--- src/rtl/uart_pkg.sv ---
// Shared definitions for the UART transmit path: FSM state encoding and line levels.
package uart_pkg;

    typedef enum logic [2:0] {
        IDLE   = 3'd0,
        START  = 3'd1,
        DATA   = 3'd2,
        PARITY = 3'd3,
        STOP   = 3'd4
    } tx_state_t;

    localparam logic PARITY_EVEN = 1'b0;
    localparam logic PARITY_ODD  = 1'b1;
    localparam logic LINE_IDLE   = 1'b1;
    localparam logic START_BIT   = 1'b0;
    localparam logic STOP_BIT    = 1'b1;

endpackage

--- src/rtl/uart_tx_bit_timer.sv ---
// Bit-time generator: counts CLK cycles within a bit and data bits within a frame.
module uart_tx_bit_timer #(
    parameter int DATA_WIDTH     = 8,
    parameter int PRESCALE_WIDTH = 5
) (
    input  logic                          CLK,
    input  logic                          Reset,
    input  logic                          enable,
    input  logic                          count_bits,
    input  logic [PRESCALE_WIDTH-1:0]     prescale,
    output logic                          last_edge,
    output logic [$clog2(DATA_WIDTH)-1:0] bit_count
);

    localparam int BW = $clog2(DATA_WIDTH);
    localparam logic [BW-1:0]             LAST_BIT = BW'(DATA_WIDTH - 1);
    localparam logic [PRESCALE_WIDTH-1:0] ONE      = PRESCALE_WIDTH'(1);

    logic [PRESCALE_WIDTH-1:0] edge_cnt;
    logic [PRESCALE_WIDTH-1:0] last_val;
    logic [BW-1:0]             bit_cnt;

    // A prescale of zero behaves as one cycle per bit.
    assign last_val  = (prescale == '0) ? '0 : prescale - ONE;
    assign last_edge = enable && (edge_cnt == last_val);
    assign bit_count = bit_cnt;

    always_ff @(posedge CLK or negedge Reset) begin
        if (!Reset) begin
            edge_cnt <= '0;
        end else if (!enable || last_edge) begin
            edge_cnt <= '0;
        end else begin
            edge_cnt <= edge_cnt + ONE;
        end
    end

    always_ff @(posedge CLK or negedge Reset) begin
        if (!Reset) begin
            bit_cnt <= '0;
        end else if (!count_bits) begin
            bit_cnt <= '0;
        end else if (last_edge) begin
            bit_cnt <= (bit_cnt == LAST_BIT) ? '0 : bit_cnt + BW'(1);
        end
    end

endmodule

--- src/rtl/uart_tx.sv ---
// UART transmitter: start bit, LSB-first payload, optional parity, stop bit on S_Data.
module uart_tx
    import uart_pkg::*;
#(
    parameter int DATA_WIDTH     = 8,
    parameter int PRESCALE_WIDTH = 5
) (
    input  logic                      CLK,
    input  logic                      Reset,
    input  logic [DATA_WIDTH-1:0]     P_Data,
    input  logic                      Data_valid,
    input  logic                      Parity_EN,
    input  logic                      Parity_type,
    input  logic [PRESCALE_WIDTH-1:0] Prescale,
    output logic                      S_Data,
    output logic                      Busy
);

    localparam int BW = $clog2(DATA_WIDTH);
    localparam logic [BW-1:0] LAST_BIT = BW'(DATA_WIDTH - 1);

    tx_state_t                 state_q, state_d;
    logic [DATA_WIDTH-1:0]     shreg_q, shreg_d;
    logic                      line_q, line_d;
    logic                      par_en_q, par_bit_q;
    logic [PRESCALE_WIDTH-1:0] prescale_q;
    logic                      accept;
    logic                      last_edge;
    logic [BW-1:0]             bit_count;

    uart_tx_bit_timer #(
        .DATA_WIDTH    (DATA_WIDTH),
        .PRESCALE_WIDTH(PRESCALE_WIDTH)
    ) u_timer (
        .CLK       (CLK),
        .Reset     (Reset),
        .enable    (state_q != IDLE),
        .count_bits(state_q == DATA),
        .prescale  (prescale_q),
        .last_edge (last_edge),
        .bit_count (bit_count)
    );

    always_ff @(posedge CLK or negedge Reset) begin
        if (!Reset) begin
            state_q    <= IDLE;
            shreg_q    <= '0;
            line_q     <= LINE_IDLE;
            par_en_q   <= 1'b0;
            par_bit_q  <= 1'b0;
            prescale_q <= '0;
        end else begin
            state_q <= state_d;
            shreg_q <= shreg_d;
            line_q  <= line_d;
            if (accept) begin
                par_en_q   <= Parity_EN;
                par_bit_q  <= (^P_Data) ^ (Parity_type == PARITY_ODD);
                prescale_q <= Prescale;
            end
        end
    end

    // line_d is the level the line takes in the state being entered, so S_Data stays registered.
    always_comb begin
        state_d = state_q;
        shreg_d = shreg_q;
        line_d  = line_q;
        accept  = 1'b0;
        case (state_q)
            IDLE: begin
                line_d = LINE_IDLE;
                if (Data_valid) begin
                    accept  = 1'b1;
                    shreg_d = P_Data;
                    state_d = START;
                    line_d  = START_BIT;
                end
            end
            START: begin
                if (last_edge) begin
                    state_d = DATA;
                    line_d  = shreg_q[0];
                end
            end
            DATA: begin
                if (last_edge) begin
                    if (bit_count == LAST_BIT) begin
                        if (par_en_q) begin
                            state_d = PARITY;
                            line_d  = par_bit_q;
                        end else begin
                            state_d = STOP;
                            line_d  = STOP_BIT;
                        end
                    end else begin
                        shreg_d = {1'b0, shreg_q[DATA_WIDTH-1:1]};
                        line_d  = shreg_q[1];
                    end
                end
            end
            PARITY: begin
                if (last_edge) begin
                    state_d = STOP;
                    line_d  = STOP_BIT;
                end
            end
            STOP: begin
                if (last_edge) begin
                    state_d = IDLE;
                    line_d  = LINE_IDLE;
                end
            end
            default: begin
                state_d = IDLE;
                line_d  = LINE_IDLE;
            end
        endcase
    end

    assign S_Data = line_q;
    assign Busy   = (state_q != IDLE);

endmodule

--- config.mk ---
export PLATFORM = sky130hd
export DESIGN_NAME = uart_tx
export DESIGN_NICKNAME = d
export VERILOG_FILES = /design/src/rtl/uart_pkg.sv /design/src/rtl/uart_tx_bit_timer.sv /design/src/rtl/uart_tx.sv
export SDC_FILE = /design/constraint.sdc
export NUM_CORES = 1
export LEC_CHECK = 0
export CAP_MARGIN = 5
export CORE_MARGIN = 1.5
export CORE_UTILIZATION = 55
export CTS_CLUSTER_DIAMETER = 60
export DETAILED_ROUTE_END_ITERATION = 8
export PLACE_DENSITY_LB_ADDON = 0.12
export SLEW_MARGIN = 15
export SYNTH_ARGS = -nofsm -noshare
export SYNTH_HDL_FRONTEND = slang
export SYNTH_HIERARCHICAL = 1
export SYNTH_SLANG_ARGS = --single-unit
--- constraint.sdc ---
create_clock -name CLK -period 3.82 [get_ports CLK]
set_input_delay 0.573 -clock CLK [delete_from_list [all_inputs] [get_ports CLK]]
set_output_delay 0.573 -clock CLK [all_outputs]
set_load 0.02 [all_outputs]
==> flow_summary_export.csv, run 1 <==
group,metric,value,unit
outcome,outcome,"completed",
cts,clk_latency,330,ps
synth,synth_seq_cells,27,
worst_setup_path,cp.required,4050,ps
hold_path,hp-class,"reg2reg",
detailed_routing,drcViolationCount,0,
worst_setup_path,startpoint,"prescale_q[0]",
job,max_cap_violations,0,
detailed_routing,drt-pass1-iter-count,4,
worst_setup_path,reg2reg_slack,910,ps
worst_setup_path,cp_num_cells,9,
timing,drv_slew,0,
cts,clk_pin_slew,140,ps
die,coreArea,2781,µm²
cts,postCtsSetupRepairBufs,0,
grt,grtUsageTotal,0.2025,
die,die-width,57.53,µm
synth,synth_compound_area_frac,0.1331,
timing,finalSetupTns,0,ps
worst_setup_path,ff2ff_path_depth,9,
worst_setup_path,crit_path_end,"shreg_q[6]",
die,die_h,57.53,µm
layout,fin_nets,195,
cts,htreeDepth,1,
detailed_routing,drt_iter0_drc,59,
detailed_routing,drt_wl_total,2960,µm
worst_setup_path,cpLargestDelayFamily,"simple AND/OR/NAND/NOR gates",
synth,synthArstFlopShare,1.000,
synth,ys_seq_area_frac,0.4139,
layout,drive_above_1_share,0.2209,
detailed_routing,via_per_inst,5.823,
worst_setup_path,cp-end-kind,"flip-flop",
worst_setup_path,cp_cell_sequence,"inv_1 -> ha_1 -> nor4b_1 -> or3_1 -> nand4_1 -> a2111oi_4 -> buf_4 -> a2bb2oi_4 -> mux2_2",
place,io_buffers,19,
grt,grt_max_degree,28,
synth,synth_fp_nets,173,
worst_setup_path,timing.rr.start,"prescale_q[0]",
layout,final_cell_area,1883,µm²
synth,synth-edff-count,0,
cts,cts_tree,"yes",
timing,hold_viol,0,
timing,tightest_slew,768.7,ps
synth,synth_flop_cell,"dfrtp_1",
synth,avgSynthCellArea,10.83,µm²
worst_setup_path,worst-path-buf-inv,2,
worst_setup_path,arrival,3140,ps
timing,timing.fmax,343.9,MHz
worst_setup_path,rr_endpoint,"shreg_q[6]",
cts,hold_buffers,0,
worst_setup_path,path_max_fanout,13,
timing,setup_slack,912.3,ps
timing,finClkSkew,3.218,ps
layout,utilization,0.6770,
die,num_rows,19,
grt,antenna_found_initial,0,
detailed_routing,dr_total_vias,1182,
die,die-area,3310,µm²
grt,first_global_vias,1204,
place,gp_congestion,0.7698,
timing,fin_crit,2908,ps
cts,cts.path.max_buffers,2,
timing,fin_crit_sh,0.7612,
synth,synth_top_family_by_area,"simple AND/OR/NAND/NOR gates",
place,pre_cts_slack,911.5,ps
synth,synth-xor-area-share,0.07269,
detailed_routing,postRouteAntennaNets,0,
synth,synth-simple-area-share,0.1561,
cts,clock_sinks,27,
worst_setup_path,cp-start-kind,"flip-flop",
synth,synthAdderAreaFrac,0.03060,
synth,yosysUniqueCellTypes,44,
grt,grt_overflow_total,0,
worst_setup_path,crit_path_max_incr_delay,450,ps
synth,synthMuxAreaShare,0.1561,
power_and_ir_drop,ir_worst_vdd,0.0005364,V
cts,cts_resized,0,
synth,synth_area,1635,µm²
grt,grt_pass1_wl,5161,µm
timing,rsz0062_at_grt,"no",
timing,max-slew-margin-rel,0.4875,
layout,diodes,0,
place,post_dp_cell_area,1856,µm²
timing,setup_viol_count_final,0,
worst_setup_path,slowest_stage,"nor4b_1",
cts,numCtsBuffers,3,
cts,cts_root_buffer,"clkbuf_4",
power_and_ir_drop,p_per_area,717.1,nW/µm²
synth,synthCells,151,
detailed_routing,routedWlPerCell,14.58,µm
power_and_ir_drop,leakagePower,0.8115,nW
synth,yosys_warnings,6,
die,ioPinCount,20,
place,dp_hpwl,2334,µm
die,initial_core_util,0.5879,
layout,syn2layout_area_growth,15.15,%
worst_setup_path,worstSetupPathType,"reg2reg",
## worst register-to-register path: cells and delay by family, from the launching register on
| kind | cells | cell delay (ps) |
|---|---|---|
| flops | 1 | 440 |
| mux | 1 | 380 |
| fa+ha+maj | 1 | 240 |
| buf+inv | 2 | 320 |
| simple gates | 3 | 810 |
| compound gates | 2 | 630 |
## sequential cells by signal, indices dropped and copies added (netlist names)
| register | count |
|---|---|
| u_timer/bit_count | 3 |
| prescale_q | 5 |
| state_q | 3 |
| u_timer/edge_cnt | 5 |
| shreg_q | 8 |
| par_bit_q | 1 |
| par_en_q | 1 |
| S_Data | 1 |
## synthesized netlist by cell type, types with 2 or more instances
cell type,n,share of area
nor3_1,4,0.012
nand2_1,10,0.023
xor2_1,5,0.027
o22ai_1,2,0.0076
nand3_1,6,0.018
o211ai_1,2,0.0092
or3_4,3,0.021
mux2_2,20,0.14
xnor2_1,6,0.032
or3_1,3,0.011
clkbuf_1,2,0.0046
o21ai_0,9,0.028
inv_1,9,0.021
a21oi_1,3,0.0092
mux2i_1,3,0.018
dfrtp_1,26,0.40
ha_1,4,0.031
nand3b_1,2,0.0092
nor2_1,7,0.016
## placed cells by master (no fill, tap or decap), types with 3 or more instances in the layout
master,n
or3_1,3
xor2_1,5
or3_4,3
o21ai_0,9
nand2_1,10
clkdlybuf4s50_1,19
ha_1,4
nor3_1,4
mux2i_1,3
nand3_1,6
dfrtp_1,26
inv_1,9
xnor2_1,6
clkbuf_4,3
mux2_2,20
a21oi_1,3
nor2_1,7
## power by group
group	switching [mW]	internal, mW	total [mW]
sequential	0.121	0.400	0.522
clock	0.0861	0.0394	0.125
combinational	0.322	0.381	0.703
## through the flow
stage	instances	power [mW]	hold WS, ps
2_1_floorplan	151	1.079	277.4
3_3_place_gp	199	1.197	484.8
3_5_place_dp	199	1.241	495.4
4_1_cts	203	1.365	513.7
5_1_grt	203	1.457	546.3
6_report	203	1.350	517.1
## worst min-delay path by stage
stage | startpoint | end | cells past startpoint
global placement | par_bit_q | par_bit_q | 2
finish | u_timer/edge_cnt[0] | u_timer/edge_cnt[0] | 1
floorplan | Reset | par_bit_q | 0
global route | shreg_q[3] | shreg_q[3] | 1
detailed placement | u_timer/edge_cnt[0] | u_timer/edge_cnt[0] | 1
CTS | u_timer/edge_cnt[0] | u_timer/edge_cnt[0] | 1
## cell families after synthesis
group                    after synthesis
buffers and inverters                 14
flip-flops                            27
XOR/XNOR                              12
adder cells (fa/ha/maj)                4
AO/OA/AOI/OAI                         26
AND/OR/NAND/NOR                       45
multiplexers                          23
## area by class of cell
cell class,count,area (µm²)
tap,31,38.79
fill,215,898.4
sequential,27,676.9
clock buffer,3,22.52
clock inverter,1,5.005
inverter,10,37.54
multi-input combinational,110,897.1
timing repair buffer,21,205.2
## metal layers
layer | part of all wire | global-route usage | wire (µm)
met1 | 0.43 | 0.2330 | 1271
met2 | 0.53 | 0.3685 | 1566
met3 | 0.025 | 0.02721 | 73
met4 | 0.017 | 0.09302 | 50
met5 | 0 | 0 | 0
No activity file was read; power rests on OpenSTA's default activity.
==> run 2, diff against run 1 <==
- CORE_UTILIZATION: 55 -> 50
- clock period: 3.82 -> 2.6 ns (I/O delays scaled with it)
==> run 2 against run 1 <==
Clock skew up 2.4 ps. Count of clock-buffer cells in the layout up 1. Sequential power up 46%. Fmax up 14%. Register-to-register slack worse by 870 ps. Sequential share of layout area down 2.8 points. Global-route usage up 1.0 points. Critical path depth down 3. Critical endpoint is now shreg_q[1]. Largest cell class unchanged. Highest routed layer unchanged.
==> flow_summary_export.csv, run 2 (synthesis results as in run 1) <==
group,metric,value,unit
grt,grtUsageMet3,0.02165,
grt,grt_max_degree,28,
worst_setup_path,cp.required,2840,ps
cts,hold_buffers,0,
layout,reg_top3,"shreg_q: 8 flops, prescale_q: 5 flops, u_timer/edge_cnt: 5 flops",
outcome,outcome,"completed",
place,post_dp_cell_area,1923,µm²
worst_setup_path,arrival,2790,ps
cts,htreeDepth,1,
cts,cts.path.max_buffers,2,
layout,layout_common_cells,"26 x dfrtp_1, 19 x mux2_2, 19 x clkdlybuf4s50_1",
detailed_routing,postRouteAntennaNets,0,
layout,seqCellArea,676.9,µm²
cts,cts_tree,"yes",
layout,multi_input_area,948.4,µm²
die,ioPinCount,20,
worst_setup_path,path_max_fanout,8,
timing,max-slew-margin-rel,0.6514,
layout,final_cell_area,2039,µm²
detailed_routing,drt-pass1-iter-count,6,
detailed_routing,drcViolationCount,0,
layout,syn2layout_area_growth,24.71,%
place,io_buffers,19,
cts,clk_pin_slew,150,ps
place,gp_congestion,0.8486,
grt,grt_overflow_total,0,
power_and_ir_drop,leakagePower,0.8901,nW
layout,largest_reg_flops,8,
layout,drive_above_1_share,0.3060,
timing,setup_viol_count_final,0,
die,die_h,60.19,µm
worst_setup_path,cp-end-kind,"flip-flop",
timing,drv_slew,0,
worst_setup_path,worstSetupPathType,"reg2reg",
timing,whs,407.4,ps
detailed_routing,via_per_inst,5.511,
layout,mostFrequentLayoutCell,"dfrtp_1",
grt,first_global_vias,1293,
grt,grtUsageTotal,0.2129,
timing,timing.fmax,391.4,MHz
die,initial_core_util,0.5313,
grt,grt_pass1_wl,5747,µm
cts,numCtsBuffers,3,
place,dp_hpwl,2466,µm
cts,clock_sinks,27,
die,coreArea,3078,µm²
timing,fin_crit,2555,ps
power_and_ir_drop,p_per_area,1096,nW/µm²
worst_setup_path,cp-start-kind,"flip-flop",
detailed_routing,drt_wl_total,3390,µm
grt,gr-usage-met1,0.2651,
timing,finClkSkew,5.582,ps
layout,fin_nets,206,
power_and_ir_drop,ir_worst_vdd,0.0004551,V
die,die-width,60.19,µm
grt,grt_util_met2,0.3789,
die,num_rows,20,
detailed_routing,dr_total_vias,1251,
layout,regMostFlops,"shreg_q",
cts,cts_root_buffer,"clkbuf_4",
hold_path,hp-class,"in2async",
grt,antenna_found_initial,0,
timing,fin_crit_sh,0.9826,
job,max_cap_violations,0,
detailed_routing,routedWlPerCell,14.93,µm
layout,diodes,0,
timing,tightest_slew,517.2,ps
timing,rsz0062_at_grt,"yes",
detailed_routing,drt_iter0_drc,27,
cts,clk_latency,330,ps
layout,fillers,264,
die,die-area,3623,µm²
worst_setup_path,reg2reg_slack,50,ps
timing,hold_viol,0,
grt,busiest_layer,"met2",
-- run 2: worst paths after layout --
check | startpoint | to | cells past startpoint
min in group CLK | par_bit_q | par_bit_q | 2
min reg2reg | par_bit_q | par_bit_q | 2
max | prescale_q[1] | shreg_q[1] | 6
min | Reset | u_timer/edge_cnt[2] | 2
max in group asynchronous | Reset | S_Data | 2
max reg2reg | prescale_q[1] | shreg_q[1] | 6
-- run 2: routing by layer --
layer | up-vias | share of wire | wire, µm
met3 | 6 | 0.020 | 68
met1 | 623 | 0.44 | 1479
met5 | - | 0 | 0
li1 | 605 | - | -
met2 | 17 | 0.53 | 1790
met4 | 0 | 0.015 | 52
-- run 2: report_power, final --
part	internal, mW	switching (mW)
registers	0.588	0.173
logic	0.711	0.574
clock network	0.0603	0.130
-- run 2: cell type report --
class | instances | area share
Tap cell | 44 | 0.02699
Multi-Input combinational cell | 110 | 0.4650
Sequential cell | 27 | 0.3319
Inverter | 10 | 0.01840
Timing Repair Buffer | 32 | 0.1448
Clock buffer | 4 | 0.01288
-- run 2: critical path: stages, from the launching register on --
cell       delay (ps)
dfrtp_1           420
or3_4             420
and2_4            170
or3_4             340
a2111oi_4         400
a2bb2oi_4         330
mux2_2            370
-- run 2: what timing repair did --
action                     in CTS  in global routing
buffers inserted                3                  2
hold endpoints to repair        0                  0
gates resized for setup         0                 14
pin swaps                       1                  8
setup endpoints to repair       1                 14
-- run 2: through the flow --
step / std cells / power, mW / utilization / setup slack, ps / setup TNS (ps)
global route: 227 / 2.406 / 0.6626 / -86.76 / -729.1
detailed placement: 218 / 1.901 / 0.6248 / -7.614 / -7.614
CTS: 225 / 2.118 / 0.6407 / 8.473 / 0
finish: 227 / 2.236 / 0.6626 / 45.36 / 0
global placement: 218 / 1.828 / 0.6248 / 78.32 / 0
floorplan: 151 / 1.596 / - / -64.85 / -453.9
==> run 3, diff against run 2 <==
- CORE_UTILIZATION: 50 -> 52
- CTS_BUF_LIST: unset -> sky130_fd_sc_hd__clkbuf_4
==> run 3 against run 2 <==
Clock power is 3% lower. Utilization is 0.97 points higher. Sequential cell count stayed put. Clock skew is 7.3 ps higher. Worst setup slack better by 14 ps. Wire length is 4.8% lower. Critical path depth is 3 higher.
==> flow_summary_export.csv, run 3 (synthesis results as in run 1) <==
group,metric,value,unit
outcome,outcome,"completed",
timing,rsz0062_at_grt,"yes",
grt,grtUsageMet3,0.02620,
die,die-width,59.08,µm
layout,regMostFlops,"shreg_q",
cts,clk_latency,330,ps
cts,htreeDepth,1,
grt,grt_overflow_total,0,
layout,largest_reg_flops,8,
timing,drv_slew,0,
die,ioPinCount,20,
grt,busiest_layer,"met2",
cts,cts_tree,"yes",
die,initial_core_util,0.5401,
layout,seqCellArea,676.9,µm²
die,num_rows,20,
worst_setup_path,cp.required,2860,ps
power_and_ir_drop,ir_worst_vdd,0.0005550,V
timing,hold_viol,0,
cts,numCtsBuffers,3,
worst_setup_path,cp-end-kind,"flip-flop",
worst_setup_path,cp-start-kind,"flip-flop",
worst_setup_path,worstSetupPathType,"reg2reg",
detailed_routing,via_per_inst,5.529,
layout,multi_input_area,962.2,µm²
worst_setup_path,reg2reg_slack,60,ps
cts,clk_pin_slew,150,ps
worst_setup_path,startpoint,"prescale_q[1]",
layout,fin_cells,225,
die,die-area,3490,µm²
layout,reg_top3,"shreg_q: 8 flops, prescale_q: 5 flops, u_timer/edge_cnt: 5 flops",
power_and_ir_drop,leakagePower,0.8849,nW
job,max_cap_violations,0,
timing,timing.fmax,393.6,MHz
grt,first_global_vias,1256,
timing,fin_crit_sh,0.9773,
detailed_routing,routedWlPerCell,14.34,µm
grt,grt_pass1_wl,5168,µm
grt,antenna_found_initial,0,
detailed_routing,postRouteAntennaNets,0,
timing,max-slew-margin-rel,0.6636,
hold_path,hp-class,"in2async",
grt,gr-usage-met1,0.2261,
timing,finClkSkew,12.85,ps
timing,tightest_slew,499.2,ps
layout,utilization,0.6723,
cts,clock_sinks,27,
layout,diodes,0,
worst_setup_path,timing.rr.start,"prescale_q[1]",
cts,cts.path.max_buffers,2,
layout,drive_above_1_share,0.3094,
place,dp_hpwl,2350,µm
detailed_routing,dr_total_vias,1244,
grt,grtUsageTotal,0.1985,
place,io_buffers,19,
place,gp_congestion,0.8916,
detailed_routing,drt_wl_total,3226,µm
detailed_routing,drt_iter0_drc,40,
timing,setup_viol_count_final,0,
die,die_h,59.08,µm
place,dp_cells,218,
power_and_ir_drop,design_power_total,2.199,mW
layout,fin_nets,204,
die,coreArea,3028,µm²
timing,finalSetupTns,0,ps
detailed_routing,drcViolationCount,0,
worst_setup_path,arrival,2800,ps
layout,fillers,241,
grt,grt_util_met2,0.3714,
layout,syn2layout_area_growth,24.48,%
worst_setup_path,path_max_fanout,6,
place,post_dp_cell_area,1923,µm²
layout,layout_common_cells,"26 x dfrtp_1, 19 x mux2_2, 19 x clkdlybuf4s50_1",
layout,mostFrequentLayoutCell,"dfrtp_1",
power_and_ir_drop,p_per_area,1080,nW/µm²
detailed_routing,drt-pass1-iter-count,4,
grt,grt_max_degree,28,
layout,final_cell_area,2036,µm²
timing,fin_crit,2541,ps
cts,cts_root_buffer,"clkbuf_4",
==> run 3: timing repair <==
item,in CTS,in global routing
setup buffers,2,1
hold buffers,0,0
pin swaps,0,8
gates cloned,0,0
endpoints found under the setup margin,1,10
gates resized for setup,1,14
endpoints found under the hold margin,0,0
==> run 3: where the power goes <==
part | internal [mW] | leakage [nW] | total, mW | switching (mW)
clock | 0.0578 | 0.0177 | 0.185 | 0.127
combinational | 0.694 | 0.531 | 1.25 | 0.553
sequential | 0.588 | 0.336 | 0.767 | 0.179
==> run 3: cell type report <==
class                           instances  share of cell area
Timing Repair Buffer                   30              0.1358
Sequential cell                        27              0.3325
Multi-Input combinational cell        110              0.4726
Inverter                               10             0.01844
Tap cell                               44             0.02704
Clock buffer                            3             0.01106
Clock inverter                          1            0.002459
==> run 3: worst max-delay path: stages (launching register included) <==
cell	delay, ps
dfrtp_1	410
or3_4	410
and2_4	150
or3_4	330
a2111oi_4	430
buf_4	230
nand2_4	60
a2bb2oi_2	150
o22ai_2	180
o311ai_2	120
==> run 3: worst paths after layout <==
kind                                        end  depth (start not counted)
max                                      S_Data                          9
min                        u_timer/bit_count[2]                          2
max reg2reg                              S_Data                          9
min reg2reg                 u_timer/edge_cnt[0]                          1
max in group asynchronous                S_Data                          2
min in group CLK            u_timer/edge_cnt[0]                          1
==> run 3: metal layers <==
layer | vias up | share of wire | wire, µm
li1 | 605 | - | -
met1 | 613 | 0.44 | 1428
met2 | 19 | 0.51 | 1658
met3 | 7 | 0.026 | 83
met4 | 0 | 0.017 | 56
met5 | - | 0 | 0
==> run 3: stage by stage <==
step	setup slack (ps)	hold slack (ps)
3_5_place_dp	-24.18	490.5
4_1_cts	0.5551	421.9
2_1_floorplan	-64.85	94.41
5_1_grt	-53.83	445.3
6_report	59.08	415.8
3_3_place_gp	73.60	484.0
